### src/rtl/mem_dma_pkg.sv
// Shared definitions for the memory DMA engine: state encoding, mode values
// and the default memory geometry also used by the memory and the CPU.
package mem_dma_pkg;

    localparam int unsigned MEM_ADDR_W = 8;
    localparam int unsigned MEM_DATA_W = 8;

    localparam logic MODE_COPY = 1'b0;
    localparam logic MODE_FILL = 1'b1;

    typedef enum logic [2:0] {
        StIdle  = 3'd0,
        StRead  = 3'd1,
        StWrite = 3'd2,
        StFill  = 3'd3,
        StDone  = 3'd4
    } dma_state_e;

endpackage

### src/rtl/mem_dma.sv
// Memory DMA engine: block copy (read then write, one byte at a time) or block
// fill into a single-port memory with combinational reads. All outputs come
// straight from registers, so they never depend on the request inputs.
module mem_dma
    import mem_dma_pkg::*;
#(
    parameter int unsigned ADDR_W = MEM_ADDR_W,
    parameter int unsigned DATA_W = MEM_DATA_W
) (
    input  logic              clk,
    input  logic              rst,
    input  logic              start,
    input  logic              mode,
    input  logic [ADDR_W-1:0] src_addr,
    input  logic [ADDR_W-1:0] dst_addr,
    input  logic [ADDR_W:0]   length,
    input  logic [DATA_W-1:0] fill_value,
    output logic              busy,
    output logic              done,
    output logic [ADDR_W-1:0] mem_address,
    output logic              mem_write_enable,
    output logic [DATA_W-1:0] mem_write_data,
    input  logic [DATA_W-1:0] mem_read_data
);

    dma_state_e        state_q, state_d;
    logic [ADDR_W-1:0] src_q, src_d;
    logic [ADDR_W-1:0] dst_q, dst_d;
    // One bit wider than the address so that a 256-byte request stays nonzero.
    logic [ADDR_W:0]   rem_q, rem_d;
    logic [DATA_W-1:0] data_q, data_d;
    logic [DATA_W-1:0] fill_q, fill_d;

    logic              busy_q, busy_d;
    logic              done_q, done_d;
    logic [ADDR_W-1:0] addr_q, addr_d;
    logic              we_q, we_d;
    logic [DATA_W-1:0] wdata_q, wdata_d;

    logic              last_byte;

    assign last_byte = (rem_q == (ADDR_W+1)'(1));

    // Next-state for the FSM and datapath, then output decode from the next state
    // so the output registers line up with the state they describe.
    always_comb begin
        state_d = state_q;
        src_d   = src_q;
        dst_d   = dst_q;
        rem_d   = rem_q;
        data_d  = data_q;
        fill_d  = fill_q;

        unique case (state_q)
            StIdle: begin
                if (start) begin
                    src_d  = src_addr;
                    dst_d  = dst_addr;
                    rem_d  = length;
                    fill_d = fill_value;
                    if (length == '0) begin
                        state_d = StDone;
                    end else if (mode == MODE_FILL) begin
                        state_d = StFill;
                    end else begin
                        state_d = StRead;
                    end
                end
            end
            StRead: begin
                data_d  = mem_read_data;
                state_d = StWrite;
            end
            StWrite: begin
                src_d   = src_q + 1'b1;
                dst_d   = dst_q + 1'b1;
                rem_d   = rem_q - 1'b1;
                state_d = last_byte ? StDone : StRead;
            end
            StFill: begin
                dst_d   = dst_q + 1'b1;
                rem_d   = rem_q - 1'b1;
                state_d = last_byte ? StDone : StFill;
            end
            StDone: begin
                state_d = StIdle;
            end
            default: begin
                state_d = StIdle;
            end
        endcase

        busy_d  = 1'b0;
        done_d  = 1'b0;
        addr_d  = '0;
        we_d    = 1'b0;
        wdata_d = '0;
        case (state_d)
            StRead: begin
                busy_d = 1'b1;
                addr_d = src_d;
            end
            StWrite: begin
                busy_d  = 1'b1;
                addr_d  = dst_d;
                we_d    = 1'b1;
                wdata_d = data_d;
            end
            StFill: begin
                busy_d  = 1'b1;
                addr_d  = dst_d;
                we_d    = 1'b1;
                wdata_d = fill_d;
            end
            StDone: begin
                done_d = 1'b1;
            end
            default: begin
            end
        endcase
    end

    // State, datapath and output registers; reset clears everything at once so a
    // write in flight is dropped before the next edge.
    always_ff @(posedge clk or posedge rst) begin
        if (rst) begin
            state_q <= StIdle;
            src_q   <= '0;
            dst_q   <= '0;
            rem_q   <= '0;
            data_q  <= '0;
            fill_q  <= '0;
            busy_q  <= 1'b0;
            done_q  <= 1'b0;
            addr_q  <= '0;
            we_q    <= 1'b0;
            wdata_q <= '0;
        end else begin
            state_q <= state_d;
            src_q   <= src_d;
            dst_q   <= dst_d;
            rem_q   <= rem_d;
            data_q  <= data_d;
            fill_q  <= fill_d;
            busy_q  <= busy_d;
            done_q  <= done_d;
            addr_q  <= addr_d;
            we_q    <= we_d;
            wdata_q <= wdata_d;
        end
    end

    assign busy             = busy_q;
    assign done             = done_q;
    assign mem_address      = addr_q;
    assign mem_write_enable = we_q;
    assign mem_write_data   = wdata_q;

endmodule

### config.mk
export PLATFORM = sky130hd
export DESIGN_NAME = mem_dma
export DESIGN_NICKNAME = d
export VERILOG_FILES = /design/src/rtl/mem_dma_pkg.sv /design/src/rtl/mem_dma.sv
export SDC_FILE = /design/constraint.sdc
export NUM_CORES = 1
export LEC_CHECK = 0
export ABC_AREA = 0
export BUFFER_PORTS_ARGS = -buffer_cell sky130_fd_sc_hd__buf_2
export CELL_PAD_IN_SITES_DETAIL_PLACEMENT = 0
export CELL_PAD_IN_SITES_GLOBAL_PLACEMENT = 1
export CORE_ASPECT_RATIO = 0.6
export CORE_UTILIZATION = 41
export CTS_BUF_LIST = sky130_fd_sc_hd__clkbuf_16
export CTS_CLUSTER_SIZE = 24
export DETAILED_ROUTE_END_ITERATION = 7
export PLACE_DENSITY_LB_ADDON = 0.1
export SYNTH_ARGS = -nofsm -noshare
export SYNTH_HDL_FRONTEND = slang
export SYNTH_SLANG_ARGS = --single-unit
### constraint.sdc
create_clock -name clk -period 2 [get_ports clk]
set_input_delay 0.4 -clock clk [delete_from_list [all_inputs] [get_ports clk]]
set_output_delay 0.4 -clock clk [all_outputs]
set_load 0.005 [all_outputs]
---- Word-level counts from Yosys, hierarchy flattened ----
Index checks and enable logic that the tools add are counted.
word-level totals
  register bits ........................... 63
  bits of input ports ..................... 45
  output and inout port bits .............. 19
operators by class
  $add $sub $neg .......................... 3
  equality and inequality tests ........... 9
  muxes and demuxes ....................... 20
  reduce and logical (&&, ||, !) cells .... 7
operator list
  operator             count
  $pmux 8 s2           4
  $mux 8               5
  $pmux 9 s2           1
  $add 8x1->8 const B  2
  $eq 3x2->1 const B   4
  $mux 3               4
  $pmux 3 s4           1
  $eq 9x1->1 const B   1
  $logic_not 9->1      1
  $mux 9               1
  $sub 9x1->9 const B  1
  $eq 3x1->1 const B   2
  $reduce_or 2->1      2
  $eq 3x3->1 const B   1
  $logic_not 3->1      1
  $mux 1               3
  $reduce_or 3->1      1
  $mux 2               1
  $ne 2x2->1 const B   1
  $reduce_and 2->1     1
  $reduce_bool 2->1    1

---- Longest topological paths before layout ----
Gate-level depths: netlist of the first run.
  depth after elaboration ................. 7
  mapped depth ............................ 8

---- Worst setup path after synthesis of the first run ----
OpenSTA, ideal clock, no wires.
  path type ............................... register to register
  start ................................... register state_q[0]
  end ..................................... register wdata_q[0], in the netlist mem_write_data[0]
  arrival ................................. 1,650 ps
  path slack .............................. 228 ps
  cell stages (with the launch flop) ...... 6
  buffers on the path ..................... 1
  period minus slack after synthesis ...... 1,772 ps
  path through ............................ dfrtp_1 -> nand2b_1 -> nor3_2 -> buf_2 -> mux2_2 -> a32o_1
between the ends
  elaborated cells between the ends (all ways) .. 11
  those cells by class .................... eq/ne (5); mux (5); reduce/logical (1)
RTL lines
  what                      line            text
  start: declaration        mem_dma.sv:26   dma_state_e state_q, state_d;
  start signal: assignment  mem_dma.sv:127  state_q <= StIdle;
  start signal: assignment  mem_dma.sv:139  state_q <= state_d;
  $logic_not 3->1           mem_dma.sv:54   unique case (state_q)
  $mux 8                    mem_dma.sv:54
  via fill_d[0]             mem_dma.sv:32   logic [DATA_W-1:0] fill_q, fill_d;
  $pmux 8 s2                mem_dma.sv:98   case (state_d)
  via wdata_d[0]            mem_dma.sv:38   logic [DATA_W-1:0] wdata_q, wdata_d;
  end signal: assignment    mem_dma.sv:149  wdata_q <= wdata_d;
  end: declaration          mem_dma.sv:38
The timed path passes the listed nets, and every way through them passes these cells.
A chain may end at the register's enable or synchronous reset.

---- Worst setup path in the final report of the first run ----
  start ................................... register dst_q[0]
  end ..................................... register addr_q[7], in the netlist mem_address[7]
between the ends
  word-level cells in the longest chain between the ends .. 3
RTL lines
  what                      line                          text
  start: declaration        mem_dma.sv:28                 logic [ADDR_W-1:0] dst_q, dst_d;
  start signal: assignment  mem_dma.sv:141                dst_q <= dst_d;
  $add 8x1->8               mem_dma.sv:76, mem_dma.sv:81
  $pmux 8 s2                mem_dma.sv:54
  via dst_d[7]              mem_dma.sv:28
  $pmux 8 s2                mem_dma.sv:98
  via addr_d[7]             mem_dma.sv:36                 logic [ADDR_W-1:0] addr_q, addr_d;
  end signal: assignment    mem_dma.sv:147                addr_q <= addr_d;
  end: declaration          mem_dma.sv:36
The timed path passes the listed nets, and every way through them passes these cells.

==> key figures, run 1 <==
Floorplanning
  – Top Ports: 64
  – Core area: 0.00685 mm^2
  – Die ar.: ~0.0076 mm^2
  – Row cnt: 23
  – Die Width: 112 um
  – Initial Util: 43.5%
  – Die Y-Extent: 68.0 um

Timing
  – Final setup fails: 0
  – Final worst slack: 0.0872 ns
  – Minimum clock period after layout: 1.91 ns
  – Final Cycle Share: 95.6%
  – Relative slew slack: between 70 and 80%
  – Unrepaired setup endpoints after global routing: false
  – Clock Skews: 0.00618 ns
  – Worst-margin pin slew: ~0.4 ns
  – Final Hold Violating Endpoints: 0
  – Fmax achieved: 523 MHz
  – Pins Over Slew Limit: 0
  – Setup TNS Final: 0 ns
  – Worst hold slack: approximately 0.14 ns

Detailed routing
  – Vias: 2681
  – Routed wire per std cell: ~18 um
  – Detailed Route WL: between 8 and 9 mm
  – DRC viols: 6
  – Antenna Nets Post-Route: 0
  – Via-to-Cell Ratio: 5.72
  – Total iterations of the first detailed-routing run: 7
  – Drt initial violations: 169

Synthesis
  – Dominant cell type by area after synthesis: dfrtp_1
  – Syn avg cell area: ~9.8 um^2
  – Ys Warns: 0
  – Post-Syn Area: 0.00298 mm^2
  – Synth unique cells: 54
  – Seq/Total Area, Yosys: 46.2%
  – Synth top area cells: dfrtp_1 46%, nor2_1 4.4%, mux2_2 4.2%
  – Post-synth EDFFs: 0
  – Syn_nets: between 300 and 400
  – Synth Register Bits: 55
  – Ys flop type: dfrtp_1
  – Yosys top cell area share: 46.2%
  – Asr flop ratio synth: 100%
  – Post-Synthesis Cells: 305

Worst setup path
  – Register-to-Register Setup Slack: 0.09 ns
  – Critical path class: flip-flop to flip-flop
  – Crit path largest cell delay: 0.46 ns
  – Crit path max fanout: 6
  – Worst Setup End Kind: flip-flop
  – RR Endpoint: mem_address[7]
  – Largest delay share family, worst path: compound AO/OA/AOI/OAI gates
  – Critical path launch point type: flip-flop
  – Worst Path Buf+Inv: 0
  – Required time of the critical path: 2.19 ns
  – RR Startpoint: dst_q[0]
  – R2R cell count: 5
  – Slowest CP cell: dfrtp_1
  – Crit-path cells: nand4_1 -> nor3_1 -> mux2_2 -> a221o_1 -> a22o_1
  – WP data arrival: 2.10 ns

Place
  – RD Place Congestion: 0.856
  – DP HPWL: 6.12 mm
  – IO Port Bufs: 63
  – Setup WS pre-CTS: -0.0640 ns

Outcome
  – Status: finished with violations
  – Failing checks: DRC

Clocking
  – H-tree depth: 2
  – CTS Buffer Depth: 2
  – CTS root buf: clkbuf_16
  – Clock transition at path regs: approximately 0.080 ns
  – CTS Sinks: 55
  – CTS tree: built
  – Post-CTS Hold Buffers: 0
  – Skew-Pair Late Insertion Delay: 0.29 ns
  – CTS buffer count: 5

Layout
  – Fillers: 646
  – Most frequent cells in the layout: 63 x buf_2, 55 x dfrtp_1, 35 x nor2_1, 28 x buf_4
  – Layout area overhead: 23.9%
  – Area used by multi-input combinational logic: 0.00145 mm^2
  – Antenna diodes: 0
  – FF+latch area: 0.00138 mm^2
  – Net count, final: 430
  – Final core occ: 53.9%
  – Most common cell after layout, fill and taps aside: buf_2
  – Layout cell share with drive strength beyond 1: around a third

Global routing
  – Pin count of the biggest net entering global routing: 56
  – Vias in the first global route: ~2400
  – Initial antenna violation count: 0
  – GRT overflow: 0
  – Gr usage total: between 20 and 25%
  – First-pass GRT wire length: 13.0 mm

Hold path
  – Hold crit path type: input port to async pin

Power
  – Final Power: 5.67 mW
  – Leak Pwr: ~1.7 nW
  – PwrDens: around 1500 mW/mm^2
  – Worst vdd ir: around 490 uV

Job
  – Max Cap Viol: 0
-- layer usage --
| metal | routed length [um] | global-route usage [%] |
|---|---|---|
| met4 | 32 | 4.00 |
| met2 | 3160 | 30.0 |
| met1 | 4420 | 37.0 |
| met5 | 0 | 0 |
| met3 | 681 | 5.05 |
-- registers in the layout (all words and copies together), names as in the netlist --
name / count
mem_write_data: 8
done: 1
src_q: 8
dst_q: 8
busy: 1
rem_q: 9
mem_write_enable: 1
state_q: 3
mem_address: 8
fill_q: 8
-- final cells by class --
class | count | share of cell area (%)
Multi-Input combinational cell | 215 | 39.1
Sequential cell | 55 | 37.3
Timing Repair Buffer | 93 | 15.3
Clock buffer | 5 | 3.39
Tap cell | 87 | 2.95
Inverter | 11 | 1.19
Clock inverter | 3 | 0.746
-- per-stage QoR --
stage,instances,area [um^2]
after floorplan,305,2980
after global placement,458,3510
after detailed placement,458,3510
after CTS,466,3670
after global routing,469,3690
final,469,3690
-- power breakdown --
group	internal [mW]	switching [mW]	leakage, nW
clock network	0.476	0.424	0.0719
logic	1.34	1.46	0.937
registers	1.61	0.347	0.655
total	3.44	2.24	1.66
-- Yosys cell counts (7+ instances only) --
cell / count
clkbuf_1: 11
a21oi_1: 17
o22ai_1: 9
inv_1: 10
nor2b_1: 7
nor3_1: 7
mux2_2: 11
dfrtp_1: 55
a22oi_1: 9
buf_2: 7
nand3_1: 13
nor2_1: 35
nand2_1: 11
a32o_1: 8
o21ai_0: 17
-- how the worst max path moves through the flow --
stage,from,to,slack [ns],cells after the start
after floorplan,state_q[0],mem_write_data[0],0.23,5
after global placement,length[3],mem_write_data[6],-0.02,6
after detailed placement,length[3],mem_address[5],-0.06,6
after CTS,rem_q[1],mem_write_data[1],0.04,7
after global routing,rem_q[1],mem_write_data[2],0.001,7
final,dst_q[0],mem_address[7],0.09,5
-- worst min-delay path, stage by stage --
cell    delay (ns)
buf_2         0.10
inv_2         0.06
buf_12        0.26
-- timing repair --
action / CTS / global route
buffers inserted: 0 / 3
endpoints found under the setup margin: 0 / 16
gates resized for setup: 0 / 1
-- cell families (layout without fill, tap and decap cells) --
logic type / Yosys count / count (layout) / synth area share [%]
AO/OA/AOI/OAI: 94 / 94 / 23.0
flip-flops: 55 / 55 / 46.2
buffers and inverters: 35 / 112 / 5.42
AND/OR/NAND/NOR: 103 / 103 / 18.6
adder cells (fa/ha/maj): 4 / 4 / 1.68
multiplexers: 14 / 14 / 5.16
No activity file was read; power rests on OpenSTA's default activity.
==> run 2: changes to the inputs <==
- BUFFER_PORTS_ARGS: -buffer_cell sky130_fd_sc_hd__buf_2 -> not set
- CORE_UTILIZATION: 41 -> 45
- DONT_BUFFER_PORTS: not set -> 1
- TNS_END_PERCENT: not set -> 30
==> run 2 against run 1 <==
Net effect: register-to-register slack about the same; final area is 9.7% lower; combinational power is 12% lower; die area fell by 8.7%; fmax down 0.35%; sequential share of layout area is 4.0 points higher; clock skew increased by 0.00099 ns; critical endpoint is now mem_write_data[5]; largest cell class unchanged; critical path depth unchanged; first-iteration DRC count shrank 20%; via count is 13% lower; utilization is 0.55 points lower; the flow now finishes without violations.
==> key figures, run 2 (synthesis results as in run 1) <==
Outcome
  – Status: completed

Worst setup path
  – Slowest CP cell: dfrtp_1
  – Critical path launch point type: flip-flop
  – Worst Path Buf+Inv: 1 (+1)
  – R2R cell count: 5 (unchanged)
  – RR Endpoint: mem_write_data[5]
  – Crit-path cells: nor4_4 -> nand4_2 -> a32oi_4 -> inv_4 -> a32o_1
  – Crit path max fanout: 15 (+9)
  – Largest delay share family, worst path: compound AO/OA/AOI/OAI gates
  – RR Startpoint: rem_q[7]
  – Register-to-Register Setup Slack: 0.08 ns (about the same)
  – Required time of the critical path: 2.18 ns (about the same)
  – Worst Setup End Kind: flip-flop
  – WP data arrival: 2.10 ns (about the same)
  – Critical path class: flip-flop to flip-flop
  – Crit path largest cell delay: 0.44 ns (-0.02 ns)

Detailed routing
  – DRC viols: 0 (-6)
  – Detailed Route WL: 7.54 mm (-9.0%)
  – Drt initial violations: 136 (-20%)
  – Antenna Nets Post-Route: 0 (unchanged)
  – Via-to-Cell Ratio: 5.86 (+2.4%)
  – Total iterations of the first detailed-routing run: 4 (-3)
  – Routed wire per std cell: 18.9 um (+6.7%)
  – Vias: 2342 (-13%)

Place
  – RD Place Congestion: 0.815 (-4.8%)
  – IO Port Bufs: 0 (-100%)
  – Placed Area: 0.00316 mm^2 (-10%)
  – DP HPWL: 5.61 mm (-8.4%)

Job
  – Max Cap Viol: 0 (unchanged)

Layout
  – Most frequent cells in the layout: 55 x dfrtp_1, 35 x nor2_1, 26 x buf_4, 17 x a21oi_1, 17 x o21ai_0
  – Layout cell share with drive strength beyond 1: 20.9% (-13 points)
  – FF+latch area: 0.00138 mm^2 (unchanged)
  – Net count, final: 364 (-15%)
  – Most common cell after layout, fill and taps aside: dfrtp_1
  – Antenna diodes: 0 (unchanged)
  – Top reg by flops: rem_q
  – Max FFs per register: 9 (unchanged)
  – Area used by multi-input combinational logic: 0.00145 mm^2 (+0.35%)
  – Fillers: 570 (-12%)
  – Layout area overhead: 11.9%
  – Fin area: 0.00333 mm^2 (-9.7%)

Timing
  – Pins Over Slew Limit: 0 (unchanged)
  – Final Cycle Share: 96.0% (+0.33 points)
  – Final setup fails: 0 (unchanged)
  – Final Hold Violating Endpoints: 0 (unchanged)
  – Worst-margin pin slew: 0.538 ns (+0.143 ns)
  – Unrepaired setup endpoints after global routing: false
  – Fmax achieved: 521 MHz (-0.35%)
  – Relative slew slack: 64.1% (-9.4 points)
  – Minimum clock period after layout: 1.92 ns (+0.00666 ns)
  – Clock Skews: 0.00717 ns (+0.000987 ns)
  – Setup TNS Final: 0 ns (unchanged)

Clocking
  – CTS Sinks: 55 (unchanged)
  – H-tree depth: 2 (unchanged)
  – CTS buffer count: 5 (unchanged)
  – CTS tree: built
  – Clock transition at path regs: 0.08 ns (about the same)
  – Post-CTS Hold Buffers: 0 (unchanged)
  – Skew-Pair Late Insertion Delay: 0.30 ns (about the same)
  – CTS root buf: clkbuf_16
  – CTS Buffer Depth: 2 (unchanged)

Global routing
  – First-pass GRT wire length: 12.3 mm (-5.3%)
  – GRT overflow: 0 (unchanged)
  – Vias in the first global route: 2255 (-6.2%)
  – Pin count of the biggest net entering global routing: 26 (-54%)
  – Initial antenna violation count: 0 (unchanged)
  – Gr usage total: 23.3% (+0.53 points)

Floorplanning
  – Die Width: 107 um (-4.5%)
  – Die ar.: 0.00696 mm^2 (-8.7%)
  – Die Y-Extent: 65.0 um (-4.4%)
  – Core area: 0.00625 mm^2 (-8.8%)
  – Row cnt: 22 (-4.3%)
  – Top Ports: 64 (unchanged)
  – Initial Util: 47.7% (+4.2 points)

Power
  – Worst vdd ir: 725 uV (+48%)
  – PwrDens: 1610 mW/mm^2 (+5.0%)
  – Leak Pwr: 1.38 nW (-17%)

Hold path
  – Hold crit path type: input port to async pin
-- run 2: through the flow --
stage / hold slack [ns] / worst slack, ns / instances / utilization, % / power (mW)
6_report: 0.0226 / 0.0805 / 400 / 53.4 / 5.38
2_1_floorplan: 0.473 / 0.228 / 305 / - / 3.78
3_3_place_gp: 0.348 / 0.117 / 391 / 50.6 / 4.41
5_1_grt: 0.0553 / 0.0112 / 400 / 53.4 / 5.80
4_1_cts: 0.0374 / 0.0919 / 399 / 53.1 / 5.37
3_5_place_dp: 0.355 / 0.0918 / 391 / 50.6 / 4.45
-- run 2: how the worst max path moves through the flow --
| stage | start | endpoint | slack (ns) | cells after the start |
|---|---|---|---|---|
| global route | rem_q[7] | mem_write_data[5] | 0.01 | 5 |
| finish | rem_q[7] | mem_write_data[5] | 0.08 | 5 |
| detailed placement | length[0] | mem_write_data[5] | 0.09 | 5 |
| global placement | length[3] | mem_write_data[0] | 0.12 | 5 |
| floorplan | state_q[0] | mem_write_data[0] | 0.23 | 5 |
| CTS | rem_q[1] | mem_write_data[5] | 0.09 | 7 |
-- run 2: what timing repair did --
| item | CTS | global route |
|---|---|---|
| buffers inserted | 0 | 1 |
| endpoints found under the setup margin | 0 | 12 |
| resized for setup | 0 | 3 |
-- run 2: report_power, final --
part | internal [mW] | switching [mW]
clock network | 0.476 | 0.428
registers | 1.62 | 0.397
logic | 1.17 | 1.29
-- run 2: layout make-up --
class                      count  area share [%]
clock buffer                   5            3.75
sequential                    55            41.3
tap                           84            3.15
multi-input combinational    215            43.5
clock inverter                 3           0.826
timing repair buffer          27            6.19
inverter                      11            1.31
-- run 2: per-layer routing --
layer  wire, um  vias to the layer above  part of all wire [%]  GRT usage [%]
li1           -                     1155                     -              -
met1       3960                     1117                    53           36.2
met2       2920                       62                    39           31.7
met3        615                        8                   8.2           6.74
met4         38                        0                  0.50           4.11
met5          0                        -                     0              0
-- run 2: worst reg2reg max path, cell delays in order, from the launching register on --
cell and delay (ns):
dfrtp_1 0.44, nor4_4 0.38, nand4_2 0.21, a32oi_4 0.34, inv_4 0.15, a32o_1 0.28
